--- src/rtl/lfsr_mem_test_ctrl.sv ---
// Write-then-verify RAM test sequencer: drives an external address/data LFSR pair
// and a single-port RAM, then reports pass, error count and first failing address.
module lfsr_mem_test_ctrl #(
    parameter int ADDR_W  = 10,
    parameter int DATA_W  = 32,
    parameter int NUM_OPS = 1023,
    parameter int RST_CYC = 2,
    parameter int RD_LAT  = 1
) (
    input  logic              clk,
    input  logic              rst,
    input  logic              start,
    input  logic              abort,
    output logic              busy,
    output logic              done,
    output logic              pass,
    output logic [15:0]       err_count,
    output logic [ADDR_W-1:0] first_err_addr,
    output logic              lfsr_rstn,
    output logic              lfsr_en_addr,
    output logic              lfsr_en_data,
    input  logic [ADDR_W-1:0] lfsr_addr,
    input  logic [DATA_W-1:0] lfsr_data,
    output logic              mem_en,
    output logic              mem_we,
    output logic [ADDR_W-1:0] mem_addr,
    output logic [DATA_W-1:0] mem_wdata,
    input  logic [DATA_W-1:0] mem_rdata
);

    localparam int CNT_W = $clog2(RST_CYC + RD_LAT + 1) + 1;
    localparam logic [ADDR_W-1:0] OPS_LAST = ADDR_W'(NUM_OPS);
    localparam logic [CNT_W-1:0]  RST_LAST = CNT_W'(RST_CYC - 1);
    localparam logic [CNT_W-1:0]  RST_END  = CNT_W'(RST_CYC);
    localparam logic [CNT_W-1:0]  LAT_END  = CNT_W'(RD_LAT - 1);

    typedef enum logic [2:0] {
        S_IDLE   = 3'd0,
        S_LRST   = 3'd1,
        S_HI     = 3'd2,
        S_LO     = 3'd3,
        S_ACC    = 3'd4,
        S_RDWAIT = 3'd5,
        S_CMP    = 3'd6,
        S_DONE   = 3'd7
    } state_t;

    state_t              state_q, state_d;
    logic                phase_rd_q, phase_rd_d;
    logic [ADDR_W-1:0]   op_cnt_q, op_cnt_d;
    logic [CNT_W-1:0]    sub_cnt_q, sub_cnt_d;
    logic [DATA_W-1:0]   exp_data_q, exp_data_d;
    logic [ADDR_W-1:0]   exp_addr_q, exp_addr_d;
    logic                busy_q, busy_d;
    logic                done_q, done_d;
    logic                pass_q, pass_d;
    logic [15:0]         err_count_q, err_count_d;
    logic [ADDR_W-1:0]   first_err_addr_q, first_err_addr_d;
    logic                lfsr_rstn_q, lfsr_rstn_d;
    logic                lfsr_en_q, lfsr_en_d;
    logic                mem_en_q, mem_en_d;
    logic                mem_we_q, mem_we_d;
    logic [ADDR_W-1:0]   mem_addr_q, mem_addr_d;
    logic [DATA_W-1:0]   mem_wdata_q, mem_wdata_d;
    logic [ADDR_W-1:0]   op_cnt_inc_s;
    logic                mismatch_s;

    function automatic logic [15:0] sat_inc(input logic [15:0] v);
        if (v == 16'hFFFF) begin
            return v;
        end else begin
            return v + 16'd1;
        end
    endfunction

    assign op_cnt_inc_s = op_cnt_q + 1'b1;
    assign mismatch_s   = (mem_rdata != exp_data_q);

    // Next-state and next-output logic for the test sequencer
    always_comb begin
        state_d          = state_q;
        phase_rd_d       = phase_rd_q;
        op_cnt_d         = op_cnt_q;
        sub_cnt_d        = sub_cnt_q;
        exp_data_d       = exp_data_q;
        exp_addr_d       = exp_addr_q;
        busy_d           = busy_q;
        done_d           = done_q;
        pass_d           = pass_q;
        err_count_d      = err_count_q;
        first_err_addr_d = first_err_addr_q;
        lfsr_rstn_d      = lfsr_rstn_q;
        lfsr_en_d        = 1'b0;
        mem_en_d         = 1'b0;
        mem_we_d         = 1'b0;
        mem_addr_d       = mem_addr_q;
        mem_wdata_d      = mem_wdata_q;

        // Abort pre-empts every busy state; counters keep their values
        if (abort && (state_q != S_IDLE) && (state_q != S_DONE)) begin
            state_d     = S_IDLE;
            busy_d      = 1'b0;
            done_d      = 1'b0;
            lfsr_rstn_d = 1'b1;
        end else begin
            case (state_q)
                S_IDLE, S_DONE: begin
                    lfsr_rstn_d = 1'b1;
                    if (abort) begin
                        state_d = S_IDLE;
                        done_d  = 1'b0;
                    end else if (start) begin
                        state_d          = S_LRST;
                        busy_d           = 1'b1;
                        done_d           = 1'b0;
                        pass_d           = 1'b0;
                        err_count_d      = 16'h0000;
                        first_err_addr_d = '0;
                        phase_rd_d       = 1'b0;
                        sub_cnt_d        = '0;
                        lfsr_rstn_d      = 1'b0;
                    end else begin
                        state_d = state_q;
                    end
                end
                S_LRST: begin
                    if (sub_cnt_q == RST_END) begin
                        state_d   = S_HI;
                        lfsr_en_d = 1'b1;
                        op_cnt_d  = '0;
                    end else begin
                        sub_cnt_d   = sub_cnt_q + 1'b1;
                        lfsr_rstn_d = (sub_cnt_q == RST_LAST);
                    end
                end
                S_HI: begin
                    state_d = S_LO;
                end
                S_LO: begin
                    state_d = S_ACC;
                end
                S_ACC: begin
                    mem_en_d   = 1'b1;
                    mem_addr_d = lfsr_addr;
                    if (!phase_rd_q) begin
                        mem_we_d    = 1'b1;
                        mem_wdata_d = lfsr_data;
                        op_cnt_d    = op_cnt_inc_s;
                        if (op_cnt_inc_s == OPS_LAST) begin
                            phase_rd_d  = 1'b1;
                            state_d     = S_LRST;
                            sub_cnt_d   = '0;
                            lfsr_rstn_d = 1'b0;
                        end else begin
                            state_d   = S_HI;
                            lfsr_en_d = 1'b1;
                        end
                    end else begin
                        exp_data_d = lfsr_data;
                        exp_addr_d = lfsr_addr;
                        sub_cnt_d  = '0;
                        state_d    = S_RDWAIT;
                    end
                end
                S_RDWAIT: begin
                    if (sub_cnt_q == LAT_END) begin
                        state_d = S_CMP;
                    end else begin
                        sub_cnt_d = sub_cnt_q + 1'b1;
                    end
                end
                S_CMP: begin
                    op_cnt_d = op_cnt_inc_s;
                    if (mismatch_s) begin
                        err_count_d = sat_inc(err_count_q);
                        if (err_count_q == 16'h0000) begin
                            first_err_addr_d = exp_addr_q;
                        end else begin
                            first_err_addr_d = first_err_addr_q;
                        end
                    end else begin
                        err_count_d = err_count_q;
                    end
                    if (op_cnt_inc_s == OPS_LAST) begin
                        state_d = S_DONE;
                        busy_d  = 1'b0;
                        done_d  = 1'b1;
                        pass_d  = (err_count_d == 16'h0000);
                    end else begin
                        state_d   = S_HI;
                        lfsr_en_d = 1'b1;
                    end
                end
                default: begin
                    state_d     = S_IDLE;
                    busy_d      = 1'b0;
                    lfsr_rstn_d = 1'b1;
                end
            endcase
        end
    end

    // State and registered outputs with synchronous reset
    always_ff @(posedge clk) begin
        if (rst) begin
            state_q          <= S_IDLE;
            phase_rd_q       <= 1'b0;
            op_cnt_q         <= '0;
            sub_cnt_q        <= '0;
            exp_data_q       <= '0;
            exp_addr_q       <= '0;
            busy_q           <= 1'b0;
            done_q           <= 1'b0;
            pass_q           <= 1'b0;
            err_count_q      <= 16'h0000;
            first_err_addr_q <= '0;
            lfsr_rstn_q      <= 1'b0;
            lfsr_en_q        <= 1'b0;
            mem_en_q         <= 1'b0;
            mem_we_q         <= 1'b0;
            mem_addr_q       <= '0;
            mem_wdata_q      <= '0;
        end else begin
            state_q          <= state_d;
            phase_rd_q       <= phase_rd_d;
            op_cnt_q         <= op_cnt_d;
            sub_cnt_q        <= sub_cnt_d;
            exp_data_q       <= exp_data_d;
            exp_addr_q       <= exp_addr_d;
            busy_q           <= busy_d;
            done_q           <= done_d;
            pass_q           <= pass_d;
            err_count_q      <= err_count_d;
            first_err_addr_q <= first_err_addr_d;
            lfsr_rstn_q      <= lfsr_rstn_d;
            lfsr_en_q        <= lfsr_en_d;
            mem_en_q         <= mem_en_d;
            mem_we_q         <= mem_we_d;
            mem_addr_q       <= mem_addr_d;
            mem_wdata_q      <= mem_wdata_d;
        end
    end

    assign busy           = busy_q;
    assign done           = done_q;
    assign pass           = pass_q;
    assign err_count      = err_count_q;
    assign first_err_addr = first_err_addr_q;
    assign lfsr_rstn      = lfsr_rstn_q;
    assign lfsr_en_addr   = lfsr_en_q;
    assign lfsr_en_data   = lfsr_en_q;
    assign mem_en         = mem_en_q;
    assign mem_we         = mem_we_q;
    assign mem_addr       = mem_addr_q;
    assign mem_wdata      = mem_wdata_q;

endmodule

--- config.mk ---
export PLATFORM = sky130hd
export DESIGN_NAME = lfsr_mem_test_ctrl
export DESIGN_NICKNAME = d
export VERILOG_FILES = /design/src/rtl/lfsr_mem_test_ctrl.sv
export SDC_FILE = /design/constraint.sdc
export NUM_CORES = 1
export LEC_CHECK = 0
export ABC_CLOCK_PERIOD_IN_PS = 6400
export BUFFER_PORTS_ARGS = -buffer_cell sky130_fd_sc_hd__buf_2
export CAP_MARGIN = 30
export CORE_MARGIN = 2
export CORE_UTILIZATION = 50
export DETAILED_ROUTE_END_ITERATION = 8
export GPL_ROUTABILITY_DRIVEN = 0
export PLACE_DENSITY = 0.75
export SLEW_MARGIN = 20
export SYNTH_ARGS = -nofsm -noshare
export SYNTH_HDL_FRONTEND = slang
export SYNTH_SLANG_ARGS = --single-unit
--- constraint.sdc ---
create_clock -name clk -period 6.4 [get_ports clk]
set_clock_uncertainty 0.1 [all_clocks]
set_input_delay 0.64 -clock clk [delete_from_list [all_inputs] [get_ports clk]]
set_output_delay 0.64 -clock clk [all_outputs]
set_load 0.1 [all_outputs]
==> results of run 1 <==
## registers in the layout (all words and copies together) (netlist names)
register,cells
err_count,16
state_q,3
mem_en,1
op_cnt_q,10
mem_wdata,32
exp_addr_q,10
sub_cnt_q,3
done,1
mem_we,1
phase_rd_q,1
busy,1
first_err_addr,10
lfsr_rstn,1
lfsr_en_addr,1
exp_data_q,32
mem_addr,10
pass,1
## power groups by stage
| stage | clock [mW] | sequential (mW) | combinational (mW) |
|---|---|---|---|
| after global placement | 0 | 0.858 | 0.0897 |
| final | 0.921 | 0.840 | 0.0913 |
| after global routing | 0.971 | 0.840 | 0.0996 |
| after CTS | 0.934 | 0.840 | 0.0912 |
| after floorplan | 0 | 0.862 | 0.0441 |
| after detailed placement | 0 | 0.858 | 0.0907 |
## critical path, stage by stage (launching register included)
cell and delay (ns):
dfxtp_1 0.50, ha_1 0.29, and3_1 0.31, nand2_1 0.08
nor3_1 0.43, nand3_1 0.13, nor4b_1 0.48, o22ai_1 0.15
or4b_1 0.54, o31ai_2 0.21
## cell families after synthesis
| logic type | count (synthesis) | share of synthesized area, % |
|---|---|---|
| xor gates and xnor gates | 43 | 5.924 |
| muxes | 4 | 0.6691 |
| DFF | 134 | 42.20 |
| adders and majority gates | 8 | 1.575 |
| and+or+nand+nor | 370 | 26.86 |
| AOI/OAI and AO/OA | 198 | 17.87 |
| buffers and inverters | 80 | 4.901 |
## cells in the final DEF (no fill, tap or decap), drive strengths merged, types with 5 or more instances in the layout
cell | Yosys | final
a21oi | 130 | 130
nor4 | 10 | 10
and2 | 7 | 7
nor3 | 19 | 19
buf | 8 | 160
clkbuf | 50 | 17
nand3 | 15 | 15
dfxtp | 134 | 134
nand4 | 16 | 16
a211oi | 7 | 7
inv | 22 | 25
ha | 8 | 8
xnor2 | 37 | 37
or3 | 15 | 15
nand3b | 7 | 7
clkinv | 0 | 9
xor2 | 6 | 6
nand2 | 203 | 203
o21ai | 21 | 21
and3 | 5 | 5
nor2 | 53 | 53
## metrics by stage
step           power (mW)  hold WS (ns)  instance area, sq um
2_1_floorplan      0.9063        0.3363                  6357
3_3_place_gp       0.9476        0.3373                  7152
3_5_place_dp       0.9487        0.3450                  7194
4_1_cts             1.864        0.3481                  7751
5_1_grt             1.911        0.3615                  7754
6_report            1.852        0.3524                  7754
## final cells by class
type                    instances  area [sq um]
repair buffers                160         838.3
fillers                      1196          4763
inverters                      22         82.58
clock buffers                  17         425.4
diodes                          1         2.502
multi-input cells             623          3376
well taps                     172         215.2
flip-flops and latches        134          2683
clock inverters                15         131.4
## worst paths after layout
check                start            end  slack [ns]
max           err_count[0]           pass        3.07
min          mem_wdata[19]  mem_wdata[19]        0.35
max reg2reg   err_count[0]           pass        3.07
min reg2reg  mem_wdata[19]  mem_wdata[19]        0.35
## per-layer routing
layer	part of all wire [%]	GRT usage (%)
met5	0	0
met4	1.3	9.333
met3	7.0	7.784
met2	48	41.31
met1	44	33.43
==> reports/metrics.yaml, run 1 <==
portBuffers: 153
ys.flop_type: "dfxtp_1"
worstPathRequired_ns: 6.64
antenna_left: 0
firstDrtPassIters: 5
grt_pass1_vias: 5700
wl_per_cell_um: 15.19
synth_common_cells: "nand2_1, dfxtp_1, a21oi_1"
yosys_warnings: 0
nets: 1044
rsz0062_at_grt: "false"
maxCapViolations: 0
hold_buffers: 0
cts_buffers: 17
layout-drive-gt1-share_pct: 21.32
final_util_pct: 61.95
hold_depth: 2
ys_ff_latch: 134
clock_power_share_pct: 49.7
peakVddDrop_mv: 0.2091
gr-total-overflow: 0
synthCells: 837
period_share_pct: 52.01
synth_cell_types: 59
status: "complete, no violations"
detail_route.iter0.violations: 655
synth_most_common_cell: "nand2_1"
crit_fanout: 8
p_seq_share_pct: 45.3
setup_viol: 0
async_flop_share_pct: 0
worst_slew_pin_slew_ns: 0.8749
reg2reg_depth: 9
synth-edff-count: 0
ys_seq_area_share_pct: 42.20
drc: 0
htree_levels: 4
setup-tns-final_ns: 0
area_growth_syn_to_layout_pct: 21.96
worst_ep_arrival_time_ns: 3.57
die_x_um: 116.8
power.leakage_nw: 2.933
cts-resized-gates: 0
ios: 154
cts.sinks: 134
clkLatencyLatePin_ns: 0.42
cts_setup_buffers: 0
power_switching_mw: 0.4461
synth.avg_cell_area_sq_um: 7.595
power.internal_mw: 1.406
clk_pin_slew_ns: 0.06
num_rows: 41
place_ws_ns: 2.955
core_sq_um: 12520
dp.cells: 1111
hold_path.class: "flop to flop"
switching_share_pct: 24.09
vias: 6228
dp.final_hpwl_mm: 11.96
path_class: "flop to flop"
cts_tree: "yes"
drt_wl_total_mm: 17.38
period_minus_slack_ns: 3.329
combPwrFrac_pct: 4.9
worstSetupStartpointType: "flop"
die_y_um: 116.8
yosysTopAreaCell: "dfxtp_1"
grt_max_degree: 83
cts_buffer_depth: 2
start_util_pct: 50.79
fin_ws_ns: 3.071
relSlewSlack_pct: 41.67
crit_path_end_kind: "flop"
grt_pass1_wl_mm: 27.88
synth_nets: 923
antenna_found_initial: 1
grt_use_total_pct: 25.93
slew_viol_final: 0
viasPerCell: 5.444
yosys.area.top_type_share_pct: 42.20
powerDensity_nw_per_um2: 238.9
timing.fmax_ghz: 0.3004
netlist_area_sq_um: 6357
die_area_sq_um: 13630
stdcell_count: 1144
cts-root-buf: "clkbuf_16"
final_hold_viol_count: 0
ys_top_cells_by_area: "dfxtp_1, nand2_1, a21oi_1"
(Power assumes the default switching activity.)
==> run 2, diff against run 1 <==
--- a/config.mk
+++ b/config.mk
@@ -5,7 +5,7 @@
 export SDC_FILE = /design/constraint.sdc
 export NUM_CORES = 1
 export LEC_CHECK = 0
-export ABC_CLOCK_PERIOD_IN_PS = 6400
+export ABC_CLOCK_PERIOD_IN_PS = 3170
 export BUFFER_PORTS_ARGS = -buffer_cell sky130_fd_sc_hd__buf_2
 export CAP_MARGIN = 30
 export CORE_MARGIN = 2
==> constraint.sdc (replaced) <==
create_clock -name clk -period 3.17 [get_ports clk]
set_clock_uncertainty 0.1 [all_clocks]
set_input_delay 0.317 -clock clk [delete_from_list [all_inputs] [get_ports clk]]
set_output_delay 0.317 -clock clk [all_outputs]
set_load 0.1 [all_outputs]
==> run 2 against run 1 <==
  * Sequential cell count unchanged
  * Setup slack worse by 2.8 ns
  * Critical path depth unchanged
  * Non-clock buffer count up 12
  * Final cell count up 0.96%
  * Die area unchanged
  * Combinational power up 100%
  * Clock-buffer cell count up 4
  * Hold slack worse by 0.32 ns
  * Register-to-register slack worse by 2.8 ns
  * Via count up 0.48%
==> reports/metrics.yaml, run 2 (same netlist as run 1, synthesis figures left out) <==
drc: 0  # unchanged
cts_setup_buffers: 0  # unchanged
power.leakage_nw: 3.046  # was 2.933 nW
reg2reg_from: "exp_data_q[19]"  # was err_count[0]
hold_path.class: "primary input to flop"  # was flop to flop
core_sq_um: 12520  # unchanged
cts_buffer_depth: 2  # unchanged
setup_viol: 0  # unchanged
reg2reg_depth: 9  # unchanged
detail_route.iter0.violations: 509  # was 655
die_y_um: 116.8  # unchanged
wl_per_cell_um: 14.64  # was 15.19 um
rsz0062_at_grt: "false"  # unchanged
reg2reg_to: "pass"  # unchanged
whs_ns: 0.03588  # was 0.3524 ns
hold_depth: 3  # was 2
viasPerCell: 5.418  # was 5.444
setup.worst_path.start: "exp_data_q[19]"  # was err_count[0]
clkLatencyLatePin_ns: 0.43  # was 0.42 ns
final_common_cell: "nand2_1"  # unchanged
ff2ff_setup_slack_ns: 0.28  # was 3.07 ns
hold_buffers: 0  # unchanged
worstPathRequired_ns: 3.41  # was 6.64 ns
cts_tree: "yes"  # unchanged
layout_common_cells: "nand2_1, buf_2, a21oi_1"  # was nand2_1, buf_2, dfxtp_1
portBuffers: 153  # unchanged
drt_wl_total_mm: 16.91  # was 17.38 mm
hold_path_startpoint: "lfsr_addr[8]"  # was mem_wdata[19]
cts-resized-gates: 0  # unchanged
setup-tns-final_ns: 0  # unchanged
grt_use_total_pct: 25.78  # was 25.93%
worstSetupStartpointType: "flop"  # unchanged
maxCapViolations: 0  # unchanged
place_ws_ns: 0.2036  # was 2.955 ns
worst_slew_pin_slew_ns: 0.7749  # was 0.8749 ns
period_share_pct: 91.06  # was 52.01%
grt_pass1_vias: 5610  # was 5700
final_hold_viol_count: 0  # unchanged
num_rows: 41  # unchanged
ios: 154  # unchanged
cts-root-buf: "clkbuf_16"  # unchanged
vias: 6258  # was 6228
htree_levels: 4  # unchanged
path_class: "flop to flop"  # unchanged
layout-drive-gt1-share_pct: 23.40  # was 21.32%
firstDrtPassIters: 5  # unchanged
cp_cell_sequence: "xnor2_1 -> nand4_1 -> nor4_2 -> a21oi_2 -> buf_4 -> a211oi_1 -> o22ai_1 -> or4b_1 -> o31ai_2"  # was ha_1 -> and3_1 -> nand2_1 -> nor3_1 -> nand3_1 -> nor4b_1 -> o22ai_1 -> or4b_1 -> o31ai_2
powerDensity_nw_per_um2: 497.9  # was 238.9 nW/um^2
status: "complete, no violations"  # unchanged
fillCellCount: 1160  # was 1196
dp.cells: 1123  # was 1111
dp.final_hpwl_mm: 12.02  # was 11.96 mm
gr-total-overflow: 0  # unchanged
grt_pass1_wl_mm: 27.57  # was 27.88 mm
area_growth_syn_to_layout_pct: 25.51  # was 21.96%
slowest_delay_ns: 0.55  # was 0.54 ns
peakVddDrop_mv: 0.3907  # was 0.2091 mV
fin_ws_ns: 0.2834  # was 3.071 ns
diodes: 0  # was 1
timing.fmax_ghz: 0.3464  # was 0.3004 GHz
slowest_stage: "or4b_1"  # unchanged
nets: 1056  # was 1044
crit_path_end_kind: "flop"  # unchanged
holdPathEnd: "exp_addr_q[8]"  # was mem_wdata[19]
cts_buffers: 17  # unchanged
clk_pin_slew_ns: 0.06  # about the same
die_x_um: 116.8  # unchanged
cts.sinks: 134  # unchanged
period_minus_slack_ns: 2.887  # was 3.329 ns
relSlewSlack_pct: 48.34  # was 41.67%
start_util_pct: 50.79  # unchanged
crit_fanout: 13  # was 8
antenna_left: 0  # unchanged
grt_max_degree: 74  # was 83
die_area_sq_um: 13630  # unchanged
worst_ep_arrival_time_ns: 3.13  # was 3.57 ns
antenna_found_initial: 0  # was 1
slew_viol_final: 0  # unchanged
stdcell_count: 1155  # was 1144
-- run 2: per-layer routing --
layer / part of all wire [%] / vias up / GRT usage (%)
met5: 0 / - / 0
met2: 48 / 209 / 40.12
met1: 44 / 2901 / 33.98
met3: 6.8 / 23 / 7.317
met4: 1.6 / 0 / 10.04
li1: - / 3125 / -
-- run 2: report_power, final --
group          total [mW]  internal, mW  switching, mW
Combinational       0.186        0.0728          0.113
Clock                2.10          1.35          0.750
Sequential           1.69          1.68        0.00467
-- run 2: worst max path at each step --
stage | end | slack (ns) | cells past startpoint
CTS | pass | 0.25 | 9
finish | pass | 0.28 | 9
global placement | pass | 0.25 | 9
floorplan | pass | 0.01 | 10
detailed placement | pass | 0.20 | 9
global route | pass | 0.10 | 9
-- run 2: worst max-delay path: cells and delay by family, from the launching register on --
family,cells,cell delay [ns]
xor gates and xnor gates,1,0.21
buffers and inverters,1,0.21
DFF,1,0.32
AOI/OAI and AO/OA,4,0.78
and+or+nand+nor,3,1.19
-- run 2: metrics by stage --
step	util, %	cell area, sq um	power [mW]
finish	63.74	7979	3.973
global route	63.74	7979	4.091
CTS	63.74	7979	4.002
detailed placement	58.67	7343	1.911
global placement	58.67	7343	1.911
floorplan	-	6386	1.825
-- run 2: final cells by class --
type                       count  area, sq um  share of cell area (%)
clock buffer                  21        493.0                   6.178
clock inverter                11        142.6                   1.788
inverter                      22        82.58                   1.035
multi-input combinational    623         3373                   42.28
sequential                   134         2711                   33.98
tap                          172        215.2                   2.697
timing repair buffer         172        960.9                   12.04
==> run 3, diff against run 2 <==
--- a/config.mk
+++ b/config.mk
@@ -10,6 +10,7 @@
 export CAP_MARGIN = 30
 export CORE_MARGIN = 2
 export CORE_UTILIZATION = 50
+export CTS_BUF_LIST = sky130_fd_sc_hd__clkbuf_8
 export DETAILED_ROUTE_END_ITERATION = 8
 export GPL_ROUTABILITY_DRIVEN = 0
 export PLACE_DENSITY = 0.75
==> run 3 against run 2 <==
  * Sequential cell count is the same
  * Global-route usage is 0.40 points higher
  * Final cell count grew 3.0%
  * Total power decreased by 11%
  * Critical path depth did not move
  * Largest power group is now sequential cells
  * Die area stayed put
  * Final area increased by 2.1%
  * Critical path type unchanged
==> reports/metrics.yaml, run 3 (same netlist as run 1, synthesis figures left out) <==
cts-root-buf: "clkbuf_8"  # was clkbuf_16
die_area_sq_um: 13630  # unchanged
cts-resized-gates: 0  # unchanged
layout-drive-gt1-share_pct: 22.59  # was 23.40%
clk_pin_slew_ns: 0.07  # was 0.06 ns
drt_wl_total_mm: 17.41  # was 16.91 mm
num_rows: 41  # unchanged
worstPathRequired_ns: 3.43  # was 3.41 ns
slew_viol_final: 0  # unchanged
setup_viol: 0  # unchanged
grt_use_total_pct: 26.18  # was 25.78%
reg2reg_from: "exp_data_q[19]"  # unchanged
cts_tree: "yes"  # unchanged
crit_path_end_kind: "flop"  # unchanged
reg2reg_depth: 9  # unchanged
grt_pass1_wl_mm: 28.16  # was 27.57 mm
viasPerCell: 5.391  # was 5.418
reg2reg_to: "pass"  # unchanged
drc: 0  # unchanged
diodes: 0  # unchanged
dp.cells: 1123  # unchanged
period_minus_slack_ns: 2.887  # about the same
final_common_cell: "nand2_1"  # unchanged
p_total_mw: 3.536  # was 3.973 mW
vias: 6415  # was 6258
maxCapViolations: 0  # unchanged
cpLargestDelayFamily: "simple AND/OR/NAND/NOR gates"  # unchanged
period_share_pct: 91.08  # was 91.06%
cp_num_buf_inv: 1  # unchanged
antenna_found_initial: 0  # unchanged
grt_pass1_vias: 5773  # was 5610
slowest_stage: "or4b_1"  # unchanged
core_sq_um: 12520  # unchanged
cp_cell_sequence: "xnor2_1 -> nand4_1 -> nor4_2 -> a21oi_2 -> buf_4 -> a211oi_1 -> o22ai_1 -> or4b_1 -> o31ai_2"  # unchanged
setup.worst_path.start: "exp_data_q[19]"  # unchanged
final_hold_viol_count: 0  # unchanged
cts_buffer_depth: 2  # unchanged
wl_per_cell_um: 14.63  # was 14.64 um
clkLatencyLatePin_ns: 0.45  # was 0.43 ns
powerDensity_nw_per_um2: 434.0  # was 497.9 nW/um^2
power.leakage_nw: 3.113  # was 3.046 nW
antenna_left: 0  # unchanged
detail_route.iter0.violations: 597  # was 509
dp.final_hpwl_mm: 12.02  # unchanged
htree_levels: 4  # unchanged
gr-total-overflow: 0  # unchanged
portBuffers: 153  # unchanged
cp_num_cells: 9  # unchanged
worstSetupStartpointType: "flop"  # unchanged
cts_buffers: 17  # unchanged
status: "complete, no violations"  # unchanged
rsz0062_at_grt: "false"  # unchanged
start_util_pct: 50.79  # unchanged
crit_fanout: 13  # unchanged
ios: 154  # unchanged
whs_ns: 0.02927  # was 0.03588 ns
die_y_um: 116.8  # unchanged
relSlewSlack_pct: 48.07  # was 48.34%
worst_ep_arrival_time_ns: 3.15  # was 3.13 ns
path_class: "flop to flop"  # unchanged
layout_common_cells: "nand2_1, buf_2, a21oi_1"  # unchanged
worst_slew_pin_slew_ns: 0.7789  # was 0.7749 ns
die_x_um: 116.8  # unchanged
slowest_delay_ns: 0.54  # was 0.55 ns
area_growth_syn_to_layout_pct: 28.16  # was 25.51%
stdcell_count: 1190  # was 1155
crit_end: "pass"  # unchanged
ff2ff_setup_slack_ns: 0.28  # about the same
nets: 1091  # was 1056
firstDrtPassIters: 6  # was 5
timing.fmax_ghz: 0.3463  # was 0.3464 GHz
peakVddDrop_mv: 0.3499  # was 0.3907 mV
cts.sinks: 134  # unchanged
setup-tns-final_ns: 0  # unchanged
grt_max_degree: 74  # unchanged
hold_path.class: "primary input to flop"  # unchanged
## run 3: cell types whose count changed in the layout (fill, tap and decap cells not counted)
| cell | previous run | this run |
|---|---|---|
| clkbuf_8 | 1 | 18 |
| bufinv_16 | 3 | 5 |
| dlygate4sd3_1 | 0 | 35 |
| inv_1 | 22 | 23 |
| clkbuf_16 | 19 | 0 |
| clkbuf_1 | 1 | 0 |
## run 3: worst min path at each step
| stage | from | endpoint | slack, ns | cells after the start |
|---|---|---|---|---|
| after floorplan | exp_addr_q[0] | exp_addr_q[0] | 0.34 | 2 |
| after global placement | first_err_addr[3] | first_err_addr[3] | 0.34 | 2 |
| final | lfsr_data[25] | exp_data_q[25] | 0.03 | 3 |
| after detailed placement | first_err_addr[3] | first_err_addr[3] | 0.34 | 2 |
| after CTS | lfsr_data[5] | mem_wdata[5] | 0.001 | 3 |
| after global routing | lfsr_data[21] | mem_wdata[21] | 0.02 | 3 |
## run 3: repair_timing
action | 4_1_cts | 5_1_grt
hold buffers | 34 | 1
setup endpoints to repair | 0 | 0
hold endpoints to repair | 51 | 1
setup buffers | 0 | 0
## run 3: tightest hold or removal path: stages
cell,delay [ns]
buf_2,0.11
nand2_1,0.05
a21oi_1,0.05
## run 3: cell type report
class	instances	area (sq um)
flip-flops and latches	134	2711
clock inverters	14	206.4
well taps	172	215.2
repair buffers	207	1311
inverters	22	82.58
multi-input cells	623	3373
clock buffers	18	247.7
fillers	1110	4369
## run 3: per-layer routing
| layer | vias up | GRT usage, % | part of all wire [%] |
|---|---|---|---|
| li1 | 3189 | - | - |
| met1 | 2986 | 34.04 | 43 |
| met2 | 219 | 42.08 | 49 |
| met3 | 21 | 7.109 | 6.8 |
| met4 | 0 | 9.098 | 1.3 |
| met5 | - | 0 | 0 |
## run 3: metrics by stage
stage                     util (%)  setup slack, ns  area, sq um
after floorplan                  -          0.01221         6386
after global placement       58.67           0.2541         7343
after detailed placement     58.67           0.2036         7343
after CTS                    65.01           0.2921         8138
after global routing         65.09           0.1399         8148
final                        65.09           0.2827         8148
## run 3: power breakdown
part / internal, mW / leakage (nW) / switching (mW)
Sequential: 1.68 / 1.09 / 0.00473
Clock: 0.951 / 0.230 / 0.676
Combinational: 0.101 / 1.79 / 0.121
Total: 2.73 / 3.11 / 0.802
